===== src/rtl/exception_sequencer.sv =====
// Exception/ERET sequencer: drains outstanding memory traffic, flushes the pipe,
// commits CP0 state for exceptions and hands the redirect target to fetch.
module exception_sequencer #(
    parameter logic [7:0] DRAIN_TIMEOUT = 8'd64
) (
    input  logic        clk,
    input  logic        rst,
    input  logic        exp_detect,
    input  logic        exp_eret,
    input  logic [31:0] exp_pc_address,
    input  logic        mem_outstanding,
    input  logic        redirect_ready,
    output logic        stall_pipe,
    output logic        flush_pipe,
    output logic        cp0_commit,
    output logic        redirect_valid,
    output logic [31:0] redirect_pc,
    output logic        drain_timeout,
    output logic [15:0] exp_count
);

    localparam int unsigned PC_W    = 32;
    localparam int unsigned CNT_W   = 16;
    localparam int unsigned DRAIN_W = 8;

    localparam logic [DRAIN_W-1:0] DRAIN_LAST = DRAIN_TIMEOUT - DRAIN_W'(1);
    localparam logic [CNT_W-1:0]   CNT_MAX    = {CNT_W{1'b1}};

    typedef enum logic [1:0] {
        IDLE     = 2'd0,
        DRAIN    = 2'd1,
        FLUSH    = 2'd2,
        REDIRECT = 2'd3
    } state_t;

    state_t               state_q;
    state_t               state_d;
    logic                 eret_q;
    logic                 eret_d;
    logic [DRAIN_W-1:0]   drain_cnt_q;
    logic [DRAIN_W-1:0]   drain_cnt_d;
    logic                 capture;
    logic                 timeout_set;
    logic                 count_inc;

    // State register and all registered outputs
    always_ff @(posedge clk or negedge rst) begin
        if (!rst) begin
            state_q        <= IDLE;
            eret_q         <= 1'b0;
            drain_cnt_q    <= '0;
            redirect_pc    <= '0;
            drain_timeout  <= 1'b0;
            exp_count      <= '0;
            flush_pipe     <= 1'b0;
            cp0_commit     <= 1'b0;
            redirect_valid <= 1'b0;
        end else begin
            state_q        <= state_d;
            eret_q         <= eret_d;
            drain_cnt_q    <= drain_cnt_d;
            flush_pipe     <= (state_d == FLUSH);
            cp0_commit     <= (state_d == FLUSH) && !eret_d;
            redirect_valid <= (state_d == REDIRECT);
            if (capture) begin
                redirect_pc <= exp_pc_address;
            end
            if (timeout_set) begin
                drain_timeout <= 1'b1;
            end
            if (count_inc && (exp_count != CNT_MAX)) begin
                exp_count <= exp_count + CNT_W'(1);
            end
        end
    end

    // Next-state logic; detect inputs only matter in IDLE, ready only in REDIRECT
    always_comb begin
        state_d     = state_q;
        eret_d      = eret_q;
        drain_cnt_d = drain_cnt_q;
        capture     = 1'b0;
        timeout_set = 1'b0;
        count_inc   = 1'b0;
        unique case (state_q)
            IDLE: begin
                if (exp_detect) begin
                    capture     = 1'b1;
                    eret_d      = exp_eret;
                    drain_cnt_d = '0;
                    state_d     = mem_outstanding ? DRAIN : FLUSH;
                end
            end
            DRAIN: begin
                drain_cnt_d = drain_cnt_q + DRAIN_W'(1);
                if (!mem_outstanding || (drain_cnt_q == DRAIN_LAST)) begin
                    state_d     = FLUSH;
                    timeout_set = mem_outstanding;
                end
            end
            FLUSH: begin
                state_d = REDIRECT;
            end
            REDIRECT: begin
                if (redirect_ready) begin
                    state_d   = IDLE;
                    count_inc = 1'b1;
                end
            end
            default: begin
                state_d = IDLE;
            end
        endcase
    end

    // Stall is forced low while reset is held so a stray detect cannot freeze the pipe
    assign stall_pipe = rst && ((state_q != IDLE) || exp_detect);

    logic unused_pc_w;
    assign unused_pc_w = (PC_W == 32);

endmodule


===== config.mk =====
export PLATFORM = sky130hd
export DESIGN_NAME = exception_sequencer
export DESIGN_NICKNAME = d
export VERILOG_FILES = /design/src/rtl/exception_sequencer.sv
export SDC_FILE = /design/constraint.sdc
export NUM_CORES = 1
export LEC_CHECK = 0
export ABC_AREA = 1
export CAP_MARGIN = 20
export CORE_MARGIN = 1
export CORE_UTILIZATION = 50
export DETAILED_ROUTE_END_ITERATION = 8
export MAX_ROUTING_LAYER = met4
export PLACE_DENSITY_LB_ADDON = 0.08
export SYNTH_ARGS = -nofsm -noshare
export SYNTH_HDL_FRONTEND = slang
export SYNTH_SLANG_ARGS = --single-unit

===== constraint.sdc =====
create_clock -name clk -period 3.5 [get_ports clk]
set_input_delay 0.525 -clock clk [delete_from_list [all_inputs] [get_ports clk]]
set_output_delay 0.525 -clock clk [all_outputs]
set_load 0.1 [all_outputs]

After elaboration in Yosys (flattened, before gate mapping). Cells that the tools add are included.

Bitwise logic cells: 0. Add/sub/neg operators: 2. Multiply operators: 0. Muxes and demuxes: 15. Divide/modulo/power cells: 0. Equal/unequal tests: 8. Shift operators: 0. Order comparisons: 0. Reduce and logical (&&, ||, !) cells: 11.

Operators with widths (number): adder 16 x 1 -> 16 bit, second input constant (1); inequality test 16 bit, second input constant (1); one-hot mux 8 bit (2 select lines) (1); adder 8 x 1 -> 8 bit, second input constant (1); equality test 2 bit, second input constant (4); equality test 8 x 6 -> 1 bit, second input constant (1); two-way mux 1 bit (8); two-way mux 2 bit (4); two-way mux 8 bit (1); one-hot mux 2 bit (4 select lines) (1); nonzero test 2 bit (2); logical AND 1 bit (3); equality test 2 x 1 -> 1 bit, second input constant (1); logical NOT 1 bit (2); logical NOT 2 bit (1); logical OR 1 bit (2); inequality test 2 bit, second input constant (1); AND reduction 2 bit (1).

Bits of input ports: 38. Latch bits: 0. ROM bits: 0. Memories: 0. Output and inout bits: 53. RAM bits: 0. Register bits after elaboration: 63. Logic and storage cells: 45.

Logic depth before layout (Yosys ltp).
Depth after elaboration: 6. Mapped depth: 9. Depth with buffers taken out: 9.

Least setup slack after synthesis. Ideal clock, no wire load.

Path kind: reg2reg. Start: reg exp_count[0]. End: reg exp_count[3]. Stages on the path, launching flop included: 10. Buffers on the path: 1. Path slack: 1255 ps. Data required time: 3379 ps. Setup time: 121 ps. Data arrival time: 2124 ps. Cells stage by stage: dfrtp_1 ha_1 nand3_4 nor2_8 nand3_4 nand2_4 nand2_4 buf_6 nand2_1 nand2_1.

Cells in the longest elaborated chain, start to end: 2. Elaborated cells between the ends (all ways): 3. Those cells by class: 1 x add/sub; 1 x eq/ne; 1 x reduce/logical.

Ends and longest elaborated chain: start, declared (line 19) `output logic [15:0] exp_count`; start signal, assigned (line 72) `exp_count <= exp_count + CNT_W'(1);`; branches (longest 2 deep; another with adder 16 x 1 -> 16 bit).

Parallel ways; which one is timed is not known. A chain may end at the register's enable or synchronous reset.

Final worst setup path.
Start: reg exp_count[3]. End: out exp_count[3].

No word-level cell between the ends.

==> results.json <==
{
  "hp-class": "in2async",
  "ff_latch_area_sq_um": 1577,
  "cts_root_buf": "clkbuf_8",
  "grt_overflow": 0,
  "antenna_left": 0,
  "final_cell_area_sq_um": 4105,
  "io_buffer_count": 90,
  "clk_pin_slew_ns": 0.07,
  "floorplan.initialDensity_pct": 52.82,
  "clock_sinks": 63,
  "core_area_sq_um": 5574,
  "period_share_pct": 71.40,
  "cts_max_level": 3,
  "vias_per_cell": 4.921,
  "cts_resized": 0,
  "grt_max_degree": 64,
  "syn_area_per_cell_sq_um": 8.088,
  "synth_seq_cells": 63,
  "grt_first_pass_wirelength_um": 11700,
  "die_h_um": 78.74,
  "clk_path_buf_depth": 2,
  "cts_tree": "yes",
  "drive_above_1_share_pct": 6.710,
  "synth.mux.area_fraction_pct": 0,
  "tightest_slew_ns": 1.002,
  "gr-usage-all-layers_pct": 25.45,
  "clock.fmax_mhz": 400.1,
  "syn-num-nets": 404,
  "clock_skew_ns": 0.008764,
  "cts_hold_buffers": 0,
  "diodes": 0,
  "grt_pass1_vias": 2551,
  "synth_cells": 364,
  "synthXorXnorAreaFrac_pct": 2.380,
  "period_needed_ns": 2.499,
  "multi_input_area_sq_um": 1222,
  "rsz0062_at_grt": "false",
  "layout_commonest_cell": "nand2_1",
  "critical_path_buf_inv_count": 1,
  "fillers": 456,
  "dieArea_sq_um": 6199,
  "dp_hpwl_um": 4778,
  "synth_top_family_by_area": "simple AND/OR/NAND/NOR gates",
  "start_kind": "register",
  "antenna_found_initial": 0,
  "dr.pass1.iters": 4,
  "critPathCaptureType": "output port",
  "cp_top_family": "buffers and inverters",
  "placed_area_sq_um": 3884,
  "synth.distinct_cells": 27,
  "cp_max_fo": 5,
  "setup_violations": 0,
  "final_cell_mix": "nand2_1, clkdlybuf4s50_1, dfrtp_1",
  "hold_viol_final": 0,
  "synth-simple-area-share_pct": 34.81,
  "finish.utilization_pct": 73.65,
  "via_count": 2628,
  "pin_count": 91,
  "wl_um": 6849,
  "crit_type": "reg2out",
  "cts-buffers-inserted": 9,
  "max-cap-violations": 0,
  "postCtsSetupRepairBufs": 0,
  "status": "finished, final reports clean",
  "setup-tns-final_ns": 0,
  "nNetsFinal": 497,
  "slowest_delay_ns": 1.17,
  "yosysWarnings": 0,
  "crit_required_ns": 2.97,
  "seq_area_frac_synth_pct": 53.55,
  "crit_chain": "clkdlybuf4s50_1",
  "synth-compound-area-share_pct": 3.485,
  "drc": 0,
  "syn_area_sq_um": 2944,
  "row_count": 27,
  "drv_slew": 0,
  "wl_per_cell_um": 12.83,
  "synthAdderAreaFrac_pct": 0.8500,
  "max_slew_margin_pct": 32.96,
  "die_x_um": 78.74,
  "drt_first_iter_violations": 143,
  "finalWeightedCongestion": 0.8197,
  "clk_latency_ns": 0.34,
  "syn2layout_area_growth_pct": 39.44,
  "critPathArrivalTime_ns": 1.97,
  "crit_slowest_cell": "clkdlybuf4s50_1"
}
-- Yosys cell counts --
cell type | number | area (sq um)
nor2_2 | 2 | 12.51
inv_2 | 1 | 3.750
o21ai_0 | 7 | 35.03
clkbuf_1 | 3 | 11.26
buf_6 | 2 | 22.52
xor2_1 | 4 | 35.03
nand3_4 | 2 | 35.03
o21ai_4 | 1 | 16.27
nand3_1 | 25 | 125.1
inv_1 | 22 | 82.58
o21ai_1 | 3 | 15.01
buf_2 | 5 | 25.02
nor3_1 | 2 | 10.01
nor2_4 | 1 | 11.26
nand2_4 | 2 | 22.52
a31o_2 | 1 | 8.760
o31a_1 | 1 | 8.760
nor2_8 | 1 | 20.02
nor2_1 | 23 | 86.33
dfrtp_1 | 63 | 1577
nand3b_1 | 1 | 7.510
xnor2_1 | 4 | 35.03
a21oi_1 | 2 | 10.01
ha_1 | 2 | 25.02
nand2_1 | 180 | 675.7
nand4_1 | 3 | 18.77
a22o_1 | 1 | 8.760
-- registers in the layout (all words and copies together), names as in the netlist --
signal	flops
cp0_commit	1
drain_cnt_q	8
drain_timeout	1
eret_q	1
exp_count	16
flush_pipe	1
redirect_pc	32
redirect_valid	1
state_q	2
-- worst reg2reg max path, stage by stage, from the launching register on --
cell	delay, ns
dfrtp_1	0.39
inv_1	0.07
nor2_1	0.54
inv_1	0.16
nand2_1	0.20
nand2_1	0.07
nand3_1	0.10
nand2_1	0.08
nor2_1	0.09
-- cell families (layout without fill, tap and decap cells) --
logic type,after synthesis,in the layout
adders and majority gates,2,2
AOI/OAI and AO/OA,16,16
xor gates and xnor gates,8,8
and+or+nand+nor,242,242
DFF,63,63
buffers and inverters,33,131
-- metal layers --
layer / vias up / share of wire [%] / global-route usage, %
met1: 1247 / 44 / 31.29
met2: 60 / 51 / 40.96
li1: 1317 / - / -
met4: 0 / 0.70 / 11.48
met3: 4 / 4.0 / 4.828
met5: - / 0 / -
-- layout make-up --
type	count	area share, %
clock inverters	6	2.042
flip-flops and latches	63	38.40
multi-input cells	268	29.78
repair buffers	92	22.13
inverters	23	2.103
clock buffers	10	3.353
well taps	72	2.194
-- path summary, 6_finish.rpt --
kind / slack [ns] / endpoint / from / cells after the start
worst max-delay path: 1.00 / exp_count[3] / exp_count[3] / 1
worst min-delay path: 0.40 / exp_count[7] / rst / 2
worst max register to register: 1.73 / cp0_commit / state_q[0] / 8
worst min register to register: 0.47 / drain_timeout / drain_timeout / 1
max in group asynchronous: 2.58 / redirect_pc[10] / rst / 2
min in group clk: 0.47 / drain_timeout / drain_timeout / 1
-- metrics by stage --
step	hold slack, ns	std cells	worst slack [ns]
finish	0.4044	534	1.001
global route	0.4706	534	0.9364
CTS	0.4372	534	0.9877
detailed placement	0.4608	518	1.307
global placement	0.4522	518	1.368
floorplan	0.2294	364	1.255
Power is not shown: default switching activity piles up to over one toggle a cycle in this logic, so the estimate is an artifact.
